[src/rtl/volume_ctrl.sv]
// volume_ctrl: push-button front end for the `volume` block.
//
// Turns two raw, bouncing, asynchronous buttons into single-cycle up/down
// command pulses, keeps a shadow copy of the attenuation level and refuses
// to issue a command that would push the level past 0 or MAX_LEVEL_P.
//
// Ports:
//   clk_i       system clock (same domain as `volume`)
//   reset_ni    asynchronous active-low reset
//   btn_up_i    raw up button, active-high, asynchronous, may bounce
//   btn_down_i  raw down button, active-high, asynchronous, may bounce
//   up_o        one-cycle pulse to volume.up_i
//   down_o      one-cycle pulse to volume.down_i
//   level_o     shadow level, equals the `volume` shift amount
//   both_o      high while both debounced buttons are pressed
//
// Build option:
//   VOLUME_CTRL_AUTOREPEAT_EN  when defined, holding a button repeats the
//   command (first repeat after REPEAT_DELAY_P cycles, then every
//   REPEAT_RATE_P cycles). When undefined, one pulse per press.
module volume_ctrl #(
  parameter int DEBOUNCE_CYCLES_P = 16,
  parameter int REPEAT_DELAY_P    = 64,
  parameter int REPEAT_RATE_P     = 16,
  parameter int MAX_LEVEL_P       = 7
) (
  input  logic                               clk_i,
  input  logic                               reset_ni,
  input  logic                               btn_up_i,
  input  logic                               btn_down_i,
  output logic                               up_o,
  output logic                               down_o,
  output logic [$clog2(MAX_LEVEL_P+1)-1:0]   level_o,
  output logic                               both_o
);

  localparam int LvlW = $clog2(MAX_LEVEL_P + 1);
  localparam int DbW  = $clog2(DEBOUNCE_CYCLES_P + 1);
  localparam logic [LvlW-1:0] LvlMax = LvlW'(MAX_LEVEL_P);
  localparam logic [DbW-1:0]  DbLast = DbW'(DEBOUNCE_CYCLES_P - 1);

  localparam logic [1:0] S_IDLE   = 2'd0;
  localparam logic [1:0] S_HOLD   = 2'd1;
`ifdef VOLUME_CTRL_AUTOREPEAT_EN
  localparam logic [1:0] S_REPEAT = 2'd2;
`endif
  localparam logic [1:0] S_LOCK   = 2'd3;

  // bit 0 = up button, bit 1 = down button
  logic [1:0] raw;
  logic [1:0] deb;
  assign raw = {btn_down_i, btn_up_i};

  // Per-button 2-flop synchroniser + debounce. The counter only runs while
  // the synchronised input disagrees with the accepted state; the change is
  // accepted on the DEBOUNCE_CYCLES_P-th consecutive disagreeing cycle.
  for (genvar i = 0; i < 2; i++) begin : g_btn
    logic           s1_q, s2_q;
    logic           deb_q, deb_d;
    logic [DbW-1:0] cnt_q, cnt_d;

    always_comb begin
      cnt_d = '0;
      deb_d = deb_q;
      if (s2_q != deb_q) begin
        if (cnt_q == DbLast) deb_d = s2_q;
        else                 cnt_d = cnt_q + 1'b1;
      end
    end

    always_ff @(posedge clk_i or negedge reset_ni) begin
      if (!reset_ni) begin
        s1_q  <= 1'b0;
        s2_q  <= 1'b0;
        deb_q <= 1'b0;
        cnt_q <= '0;
      end else begin
        s1_q  <= raw[i];
        s2_q  <= s1_q;
        deb_q <= deb_d;
        cnt_q <= cnt_d;
      end
    end

    assign deb[i] = deb_q;
  end

  logic deb_up, deb_dn;
  assign deb_up = deb[0];
  assign deb_dn = deb[1];

  // ---------------------------------------------------------------------
  // Press FSM
  // ---------------------------------------------------------------------
  logic [1:0]      state_q, state_d;
  logic            dir_q, dir_d;     // 0 = up held, 1 = down held
  logic            fire_up, fire_dn;
  logic            held, other;
  logic            up_q, up_d, dn_q, dn_d;
  logic [LvlW-1:0] level_q, level_d;

`ifdef VOLUME_CTRL_AUTOREPEAT_EN
  localparam int RptMax = (REPEAT_DELAY_P > REPEAT_RATE_P) ? REPEAT_DELAY_P : REPEAT_RATE_P;
  localparam int RptW   = $clog2(RptMax);
  localparam logic [RptW-1:0] DelayLast = RptW'(REPEAT_DELAY_P - 1);
  localparam logic [RptW-1:0] RateLast  = RptW'(REPEAT_RATE_P - 1);
  logic [RptW-1:0] rpt_q, rpt_d;
`endif

  assign held  = dir_q ? deb_dn : deb_up;
  assign other = dir_q ? deb_up : deb_dn;

  always_comb begin
    state_d = state_q;
    dir_d   = dir_q;
    fire_up = 1'b0;
    fire_dn = 1'b0;
`ifdef VOLUME_CTRL_AUTOREPEAT_EN
    rpt_d   = rpt_q;
`endif
    case (state_q)
      S_IDLE: begin
        if (deb_up && deb_dn) begin
          state_d = S_LOCK;
        end else if (deb_up || deb_dn) begin
          fire_up = deb_up;
          fire_dn = deb_dn;
          dir_d   = deb_dn;
          state_d = S_HOLD;
`ifdef VOLUME_CTRL_AUTOREPEAT_EN
          rpt_d   = '0;
`endif
        end
      end
      S_HOLD: begin
        if (!held)      state_d = S_IDLE;
        else if (other) state_d = S_LOCK;
`ifdef VOLUME_CTRL_AUTOREPEAT_EN
        else if (rpt_q == DelayLast) begin
          fire_up = !dir_q;
          fire_dn = dir_q;
          rpt_d   = '0;
          state_d = S_REPEAT;
        end else begin
          rpt_d = rpt_q + 1'b1;
        end
`endif
      end
`ifdef VOLUME_CTRL_AUTOREPEAT_EN
      S_REPEAT: begin
        if (!held)      state_d = S_IDLE;
        else if (other) state_d = S_LOCK;
        else if (rpt_q == RateLast) begin
          fire_up = !dir_q;
          fire_dn = dir_q;
          rpt_d   = '0;
        end else begin
          rpt_d = rpt_q + 1'b1;
        end
      end
`endif
      S_LOCK: begin
        // Only a full release re-arms; releasing one button must not
        // look like a fresh press of the other.
        if (!deb_up && !deb_dn) state_d = S_IDLE;
      end
      default: state_d = S_IDLE;
    endcase
  end

  // Pulses at a bound are dropped but the FSM has already advanced, so a
  // held button keeps its repeat cadence.
  always_comb begin
    up_d    = fire_up && (level_q != LvlMax);
    dn_d    = fire_dn && (level_q != '0);
    level_d = level_q;
    if (up_d)      level_d = level_q + 1'b1;
    else if (dn_d) level_d = level_q - 1'b1;
  end

  always_ff @(posedge clk_i or negedge reset_ni) begin
    if (!reset_ni) begin
      state_q <= S_IDLE;
      dir_q   <= 1'b0;
      up_q    <= 1'b0;
      dn_q    <= 1'b0;
      level_q <= '0;
`ifdef VOLUME_CTRL_AUTOREPEAT_EN
      rpt_q   <= '0;
`endif
    end else begin
      state_q <= state_d;
      dir_q   <= dir_d;
      up_q    <= up_d;
      dn_q    <= dn_d;
      level_q <= level_d;
`ifdef VOLUME_CTRL_AUTOREPEAT_EN
      rpt_q   <= rpt_d;
`endif
    end
  end

  assign up_o    = up_q;
  assign down_o  = dn_q;
  assign level_o = level_q;
  assign both_o  = deb_up & deb_dn;

endmodule

[config.mk]
export PLATFORM = sky130hd
export DESIGN_NAME = volume_ctrl
export DESIGN_NICKNAME = d
export VERILOG_FILES = /design/src/rtl/volume_ctrl.sv
export SDC_FILE = /design/constraint.sdc
export NUM_CORES = 1
export LEC_CHECK = 0
export ABC_CLOCK_PERIOD_IN_PS = 3100
export BUFFER_PORTS_ARGS = -buffer_cell sky130_fd_sc_hd__buf_2
export CAP_MARGIN = 0
export CELL_PAD_IN_SITES_DETAIL_PLACEMENT = 1
export CELL_PAD_IN_SITES_GLOBAL_PLACEMENT = 2
export CORE_UTILIZATION = 37
export CTS_CLUSTER_DIAMETER = 40
export CTS_CLUSTER_SIZE = 25
export DETAILED_ROUTE_END_ITERATION = 12
export GPL_TIMING_DRIVEN = 1
export HOLD_SLACK_MARGIN = 0.1
export PLACE_DENSITY_LB_ADDON = 0.1
export SLEW_MARGIN = 40
export SYNTH_ARGS = -nofsm -noshare
export SYNTH_HDL_FRONTEND = slang
export SYNTH_SLANG_ARGS = --single-unit
export TNS_END_PERCENT = 100
[constraint.sdc]
create_clock -name clk_i -period 3.1 [get_ports clk_i]
set_clock_uncertainty 0.2 [all_clocks]
set_input_delay 0.31 -clock clk_i [delete_from_list [all_inputs] [get_ports clk_i]]
set_output_delay 0.31 -clock clk_i [all_outputs]
set_load 0.02 [all_outputs]
==> run summary, run 1 <==
Status -> complete, no violations
P&R area growth vs syn -> 9.44%
Synthesized area per cell -> 10.9 sq um
Routed via count -> 732
Die Span X -> 56.9 um
CP max FO -> 10
Vias in the first global route -> 749
Synth Instances -> 102
Number of CTS-inserted buffers -> 3
Lkg Pwr -> 0.000587 uW
Final wirelength -> 1950 um
Tmin final -> 2.43 ns
Req. time, crit path -> 3.11 ns
Yosys reg bits -> 24
Most common cell after layout, fill and taps aside -> dfrtp_1
Period utilization -> 78.4%
Worst-path clk slew -> 0.14 ns
Routability Congestion -> 0.696
Ratio of cells with drive above 1 in the final layout -> 17.7%
Max VDD drop -> 0.233 mV
IO buf count -> 9
PD cells -> 435 nW/um^2
Vias per cell -> 5.08
Sequential cell area fraction in the yosys report -> 53.9%
F_max -> 0.412 GHz
Area after DPL -> 1150 sq um
DRT met1 WL -> 987 um
Metal3 WL -> 47 um
Worst-Margin Slew -> 0.566 ns
CTS max path bufs -> 2
DRC -> 0
# clock sinks -> 24
Synthesized Nets -> 109
Remaining Overflow, GRT -> 0
Source of the critical timing path -> deb_up
Top routing layer used -> met4
Largest net degree at the start of global routing -> 25
Max-cap viol count -> 0
Io pins -> 10
DP HPWL -> 1320 um
Async set-or-reset flop fraction in the synthesized netlist -> 100%
CP endpoint kind -> flip-flop
Chip height -> 56.9 um
Drt pass-1 iters -> 4
Routed Antenna Nets -> 0
Most frequent cells in the layout -> 24 x dfrtp_1, 16 x nor2_1, 9 x buf_2
Top_reg_cell synth -> dfrtp_1
Worst EP arrival -> 2.43 ns
CP Launch Type -> flip-flop
Hold crit path type -> flip-flop to flip-flop
Setup violators final -> 0
Antenna violations before repair -> 0
Final nets -> 121
Design Area, Final -> 1220 sq um
Postcts setup bufs -> 0
Setup TNS -> 0 ns
ANT cells -> 0
Skew-Pair Late Insertion Delay -> 0.31 ns
Hold path depth -> 0
Gr usage total -> 13.9%
Post-Syn Area -> 1110 sq um
CTS tree -> done
RSZ-0062 raised after global routing -> false
Final slew viol count -> 0
Count of cell types in the netlist -> 32
Hold Fails Final Rpt -> 0
Met2 WL -> 903 um
Crit Path Category -> flip-flop to flip-flop
Number of synthesized flops with an enable pin -> 0
Initial core utilization -> 39.7%
Row Count -> 19
Worst r2r src -> deb_up
Worst-case reg-to-reg path depth -> 7
Yosys warns -> 0
First-pass GRT wire length -> 3450 um
Hold Startpoint -> g_btn[1].s1_q
H-tree levels -> 1
Iter 0 DRT Violations -> 25
CORE AREA -> 2810 sq um
DR WL/cell -> 13.6 um
Fill cells -> 308
Die ar. -> 3230 sq um
Max_slew headroom -> 62.1%
Root buffer cell -> clkbuf_4
[synthesized netlist by cell type (all sizes together) (2+ instances only)]
library cell  count  area, sq um
a211oi            2         20.0
a21oi             2         10.0
a31oi             2         12.5
and2              4         26.3
and3              2         12.5
buf               3         26.3
clkbuf            2         18.8
dfrtp            24          601
ha                2         25.0
inv               3         11.3
nand2             6         22.5
nand3             7         35.0
nor2             17         66.3
nor3              3         15.0
nor4b             3         47.5
o21ai             6         30.0
xor2              6         52.6
[logic make-up after synthesis]
kind of cell               share of synthesized area [%]
AOI/OAI and AO/OA                                   7.08
xor gates and xnor gates                            4.72
adders and majority gates                           4.04
buffers and inverters                               5.05
DFF                                                 53.9
muxes                                               1.91
and+or+nand+nor                                     23.3
[registers in the layout, indices dropped and copies added, names as in the netlist]
signal / count
g_btn.s1_q: 2
level_o: 3
g_btn.cnt_q: 10
down_o: 1
deb_dn: 1
dir_q: 1
deb_up: 1
up_o: 1
g_btn.s2_q: 2
state_q: 2
[worst max-delay path, stage by stage, from the launching register on]
cell	delay, ns
dfrtp_1	0.56
nor4b_4	0.49
nand2_1	0.17
fa_1	0.49
nor3_1	0.18
a31oi_1	0.06
nor2_1	0.13
a211oi_2	0.04
[layer usage]
metal  GRT usage, %  up-vias
met5              0        -
met4           5.23        0
met3           2.30        2
met2           22.4        9
met1           18.6      356
li1               -      365
[through the flow]
stage	cells	worst slack, ns	hold slack, ns	utilization (%)	total power [uW]
floorplan	102	0.888	-0.186	-	352
global placement	137	0.775	0.124	41.1	365
detailed placement	137	0.656	0.131	41.1	366
CTS	144	0.652	0.169	43.4	538
global route	144	0.441	0.191	43.4	559
finish	144	0.670	0.169	43.4	530
[area by class of cell]
class | count | area, sq um | share of cell area (%)
Sequential cell | 24 | 601 | 49.3
Inverter | 3 | 11.3 | 0.924
Clock buffer | 4 | 36.3 | 2.98
Timing Repair Buffer | 12 | 75.1 | 6.16
Tap cell | 31 | 38.8 | 3.18
Multi-Input combinational cell | 70 | 457 | 37.5
[path summary, 6_finish.rpt]
check / slack [ns] / to
min in group asynchronous: 0.28 / down_o
max in group asynchronous: 2.05 / deb_dn
max reg2reg: 0.67 / level_o[2]
max: 0.67 / level_o[2]
min: 0.17 / g_btn[1].s2_q
min reg2reg: 0.17 / g_btn[1].s2_q
[repair_timing]
item | in CTS | in global routing
gates resized for setup | 0 | 0
hold buffers | 3 | 0
endpoints found under the hold margin | 26 | 0
[power breakdown]
group	internal (uW)	total, uW	leakage, uW	switching [uW]
Sequential	323	331	0.000321	8.08
Clock	71.7	168	0.0000210	96.4
Combinational	13.2	30.8	0.000245	17.5
Total	408	530	0.000587	122
No activity file was read; power rests on OpenSTA's default activity.
==> inputs of run 2 (changes only) <==
--- a/config.mk
+++ b/config.mk
@@ -5,12 +5,12 @@
 export SDC_FILE = /design/constraint.sdc
 export NUM_CORES = 1
 export LEC_CHECK = 0
-export ABC_CLOCK_PERIOD_IN_PS = 3100
+export ABC_CLOCK_PERIOD_IN_PS = 2100
 export BUFFER_PORTS_ARGS = -buffer_cell sky130_fd_sc_hd__buf_2
 export CAP_MARGIN = 0
 export CELL_PAD_IN_SITES_DETAIL_PLACEMENT = 1
 export CELL_PAD_IN_SITES_GLOBAL_PLACEMENT = 2
-export CORE_UTILIZATION = 37
+export CORE_UTILIZATION = 34
 export CTS_CLUSTER_DIAMETER = 40
 export CTS_CLUSTER_SIZE = 25
 export DETAILED_ROUTE_END_ITERATION = 12
==> constraint.sdc (replaced) <==
create_clock -name clk_i -period 2.1 [get_ports clk_i]
set_clock_uncertainty 0.2 [all_clocks]
set_input_delay 0.21 -clock clk_i [delete_from_list [all_inputs] [get_ports clk_i]]
set_output_delay 0.21 -clock clk_i [all_outputs]
set_load 0.02 [all_outputs]
==> run summary, run 2 (synthesis gave the netlist of run 1 again) <==
Worst-case reg-to-reg path depth -> 7
WP buf/inv -> 0
IO buf count -> 9
Fin util -> 42.7%
Vias in the first global route -> 816
Row Count -> 20
Worst-path clk slew -> 0.14 ns
CTS max path bufs -> 2
F_max -> 0.511 GHz
H-tree levels -> 1
Period utilization -> 93.1%
Slowest CP cell -> dfrtp_1
CTS tree -> done
Max_slew headroom -> 62.5%
Most common cell after layout, fill and taps aside -> dfrtp_1
Number of CTS-inserted buffers -> 3
Max-cap viol count -> 0
Die ar. -> 3510 sq um
Area after DPL -> 1230 sq um
Hold buffer count at CTS -> 3
Setup violators final -> 0
RSZ-0062 raised after global routing -> false
Gr usage total -> 14.2%
Root buffer cell -> clkbuf_4
Most frequent cells in the layout -> 24 x dfrtp_1, 16 x nor2_1, 9 x buf_2
Iter 0 DRT Violations -> 10
Chip height -> 59.2 um
Hold crit path type -> flip-flop to flip-flop
Tmin final -> 1.96 ns
Hold path depth -> 0
Lkg Pwr -> 0.000637 uW
Final slew viol count -> 0
WP depth -> 7
Drt pass-1 iters -> 4
Routed via count -> 776
DRC -> 0
Io pins -> 10
Final WS setup -> 0.144 ns
Initial core utilization -> 36.2%
Worst EP arrival -> 1.96 ns
Postcts setup bufs -> 0
Die Span X -> 59.2 um
DR WL/cell -> 12.6 um
Reg2reg setup slack -> 0.14 ns
DP HPWL -> 1530 um
Post-CTS Resized -> 0
PD cells -> 665 nW/um^2
CORE AREA -> 3080 sq um
Antenna violations before repair -> 0
# clock sinks -> 24
Req. time, crit path -> 2.10 ns
CP max FO -> 6
Final nets -> 129
First-pass GRT wire length -> 3710 um
Routability Congestion -> 0.759
Final wirelength -> 2080 um
CP Launch Type -> flip-flop
Largest net degree at the start of global routing -> 25
P&R area growth vs syn -> 18.0%
Worst-Margin Slew -> 0.560 ns
Ratio of cells with drive above 1 in the final layout -> 24.0%
Number of flip-flops in the largest register -> 10
Hold Fails Final Rpt -> 0
Design Area, Final -> 1310 sq um
Critical path cell sequence -> nor4b_4, nand2_1, fa_2, nor3_1, a31oi_1, nor2_1, a211oi_2
ANT cells -> 0
CP endpoint kind -> flip-flop
Dpl ws -> 0.151 ns
Routed Antenna Nets -> 0
Max VDD drop -> 0.325 mV
Remaining Overflow, GRT -> 0
Top reg by flops -> g_btn.cnt_q
Crit-path max cell delay -> 0.44 ns
Crit Path Category -> flip-flop to flip-flop
Vias per cell -> 4.70
Status -> complete, no violations
Crit path max-delay family -> simple AND/OR/NAND/NOR gates
Skew-Pair Late Insertion Delay -> 0.32 ns
-- run 2: layout make-up --
class / count / area (sq um)
timing repair buffer: 20 / 135
inverter: 3 / 11.3
fill: 359 / 1760
clock inverter: 1 / 30.0
tap: 44 / 55.1
clock buffer: 3 / 22.5
multi-input combinational: 70 / 459
sequential: 24 / 601
-- run 2: worst register-to-register path, delay by kind of cell (launching register included) --
family | cells | cell delay, ns
AND/OR/NAND/NOR | 4 | 0.71
AO/OA/AOI/OAI | 2 | 0.11
adder cells (fa/ha/maj) | 1 | 0.41
flip-flops | 1 | 0.44
-- run 2: path summary, 6_finish.rpt --
| check | start | endpoint |
|---|---|---|
| min in group asynchronous | reset_ni | g_btn[0].cnt_q[0] |
| min | g_btn[1].s1_q | g_btn[1].s2_q |
| max | state_q[1] | level_o[2] |
| min reg2reg | g_btn[1].s1_q | g_btn[1].s2_q |
| max reg2reg | state_q[1] | level_o[2] |
| max in group asynchronous | reset_ni | dir_q |
-- run 2: where the power goes --
part / internal, uW / total (uW) / switching (uW)
Clock: 193 / 336 / 143
Sequential: 477 / 487 / 10.0
Combinational: 21.8 / 50.6 / 28.8
Total: 691 / 873 / 182
-- run 2: through the flow --
stage / total power (uW) / TNS, ns / cells / hold WS (ns)
after floorplan: 520 / -0.0343 / 102 / -0.286
after global placement: 540 / 0 / 158 / 0.0243
after detailed placement: 544 / 0 / 158 / 0.0249
after CTS: 892 / 0 / 165 / 0.173
after global routing: 922 / 0 / 165 / 0.177
final: 873 / 0 / 165 / 0.169
-- run 2: per-layer routing --
layer	GRT usage [%]	up-vias	wire length, um
met2	22.8	8	1020
met1	18.5	384	999
met3	1.97	2	45
met5	0	-	0
li1	-	382	-
met4	7.82	0	17
==> inputs of run 3 (changes only) <==
--- a/config.mk
+++ b/config.mk
@@ -5,12 +5,13 @@
 export SDC_FILE = /design/constraint.sdc
 export NUM_CORES = 1
 export LEC_CHECK = 0
+export ABC_AREA = 1
 export ABC_CLOCK_PERIOD_IN_PS = 2100
 export BUFFER_PORTS_ARGS = -buffer_cell sky130_fd_sc_hd__buf_2
 export CAP_MARGIN = 0
 export CELL_PAD_IN_SITES_DETAIL_PLACEMENT = 1
 export CELL_PAD_IN_SITES_GLOBAL_PLACEMENT = 2
-export CORE_UTILIZATION = 34
+export CORE_UTILIZATION = 31
 export CTS_CLUSTER_DIAMETER = 40
 export CTS_CLUSTER_SIZE = 25
 export DETAILED_ROUTE_END_ITERATION = 12
==> run summary, run 3 <==
Status -> complete, no violations
Remaining Overflow, GRT -> 0
Crit-path max cell delay -> 0.42 ns
Final wirelength -> 1970 um
Max_slew headroom -> 64.7%
Post-Syn Area -> 1050 sq um
Vias in the first global route -> 813
Number of CTS-inserted buffers -> 3
Worst-Margin Slew -> 0.530 ns
Routed Antenna Nets -> 0
Die ar. -> 3620 sq um
CTS tree -> done
Req. time, crit path -> 2.11 ns
Routability Congestion -> 0.752
Yosys warns -> 0
ANT cells -> 0
CP max FO -> 5
Reg2reg setup slack -> 0.28 ns
Skew-Pair Late Insertion Delay -> 0.31 ns
Worst-path clk slew -> 0.12 ns
Top cells by area, synth -> dfrtp_1 57%, nand2_1 7.9%, nor2_1 5.7%
CP Launch Type -> flip-flop
Post-CTS Resized -> 0
Synthesized area per cell -> 9.20 sq um
Row Count -> 20
Max-cap viol count -> 0
Io pins -> 10
Hold Fails Final Rpt -> 0
P&R area growth vs syn -> 14.6%
Synthesized Nets -> 121
Initial core utilization -> 33.5%
F_max -> 0.550 GHz
Iter 0 DRT Violations -> 41
Root buffer cell -> clkbuf_4
Worst EP arrival -> 1.83 ns
PD cells -> 678 nW/um^2
Dpl ws -> 0.264 ns
Final nets -> 138
Setup TNS -> 0 ns
DRC -> 0
Lkg Pwr -> 0.000611 uW
Final WS setup -> 0.280 ns
Routed via count -> 772
IO buf count -> 9
H-tree levels -> 1
Count of cell types in the netlist -> 20
Synth Instances -> 114
# clock sinks -> 24
Critical path cell sequence -> nor2_1, nand3_2, fa_1, nand2_1, nand2_1, nand2_1, nand2_1
Most frequent cells in the layout -> 24 x dfrtp_1, 22 x nand2_1, 16 x nor2_1
Vias per cell -> 4.46
Yosys reg bits -> 24
First-pass GRT wire length -> 3390 um
Antenna violations before repair -> 0
Max VDD drop -> 0.474 mV
Top-count cell post-synth -> dfrtp_1
Chip height -> 60.2 um
Slowest CP cell -> dfrtp_1
Most common cell after layout, fill and taps aside -> dfrtp_1
Crit Path Category -> flip-flop to flip-flop
Tmin final -> 1.82 ns
Gr usage total -> 13.2%
Cell accounting for the most synthesized area -> dfrtp_1
CP endpoint kind -> flip-flop
Crit path max-delay family -> simple AND/OR/NAND/NOR gates
Top reg by flops -> g_btn.cnt_q
Ratio of cells with drive above 1 in the final layout -> 14.7%
WP buf/inv -> 0
DP HPWL -> 1490 um
Final slew viol count -> 0
CTS max path bufs -> 2
Setup violators final -> 0
Top cell by count, worst path -> nand2_1
Async set-or-reset flop fraction in the synthesized netlist -> 100%
Drt pass-1 iters -> 4
Top_reg_cell synth -> dfrtp_1
Number of synthesized flops with an enable pin -> 0
Number of flip-flops in the largest register -> 10
RSZ-0062 raised after global routing -> false
CORE AREA -> 3130 sq um
Period utilization -> 86.6%
DR WL/cell -> 11.4 um
Postcts setup bufs -> 0
Synth top cells by count -> 24 x dfrtp_1, 22 x nand2_1, 16 x nor2_1
Largest net degree at the start of global routing -> 25
Sequential cell area fraction in the yosys report -> 57.3%
Hold crit path type -> flip-flop to flip-flop
Synth top area share -> 57.3%
Die Span X -> 60.2 um
[run 3: path summary, 6_finish.rpt]
check | from | end | cells past startpoint
max | state_q[0] | level_o[2] | 7
min | g_btn[0].s1_q | g_btn[0].s2_q | 0
max reg2reg | state_q[0] | level_o[2] | 7
min reg2reg | g_btn[0].s1_q | g_btn[0].s2_q | 0
max in group asynchronous | reset_ni | g_btn[1].cnt_q[1] | 2
min in group asynchronous | reset_ni | g_btn[0].cnt_q[4] | 2
[run 3: per-stage QoR]
step	util, %	hold WS (ns)	std cells	total power, uW	instance area [sq um]
6_report	38.4	0.169	173	815	1200
5_1_grt	38.4	0.187	173	883	1200
4_1_cts	38.4	0.172	173	842	1200
3_5_place_dp	36.7	0.0355	167	629	1150
3_3_place_gp	36.7	0.0312	167	626	1150
2_1_floorplan	-	-0.286	114	587	1050
[run 3: cells by family (layout without fill, tap and decap cells)]
family                     after synthesis  count (layout)  share of synthesized area, %
adders and majority gates                3               3                          4.30
AOI/OAI and AO/OA                        7               7                          3.46
buffers and inverters                   16              31                          5.73
and+or+nand+nor                         60              60                          25.9
xor gates and xnor gates                 4               4                          3.34
DFF                                     24              24                          57.3
[run 3: metal layers]
layer / GRT usage, % / vias up / wire [um]
met2: 22.9 / 12 / 967
li1: - / 387 / -
met1: 14.2 / 371 / 902
met3: 5.19 / 2 / 71
met5: 0 / - / 0
met4: 4.98 / 0 / 25
[run 3: area by class of cell]
| class | instances | area (sq um) |
|---|---|---|
| Clock buffer | 3 | 22.5 |
| Fill cell | 387 | 1930 |
| Inverter | 16 | 60.1 |
| Multi-Input combinational cell | 74 | 388 |
| Sequential cell | 24 | 601 |
| Tap cell | 44 | 55.1 |
| Timing Repair Buffer | 12 | 75.1 |
[run 3: power by group]
| group | switching, uW | total [uW] | internal, uW |
|---|---|---|---|
| Sequential | 23.0 | 512 | 489 |
| Combinational | 69.2 | 110 | 40.4 |
| Clock | 126 | 193 | 67.0 |
| Total | 219 | 815 | 596 |
[run 3: repair_timing]
action,CTS,global route
endpoints found under the hold margin,26,0
hold buffers,3,0
setup endpoints to repair,0,0
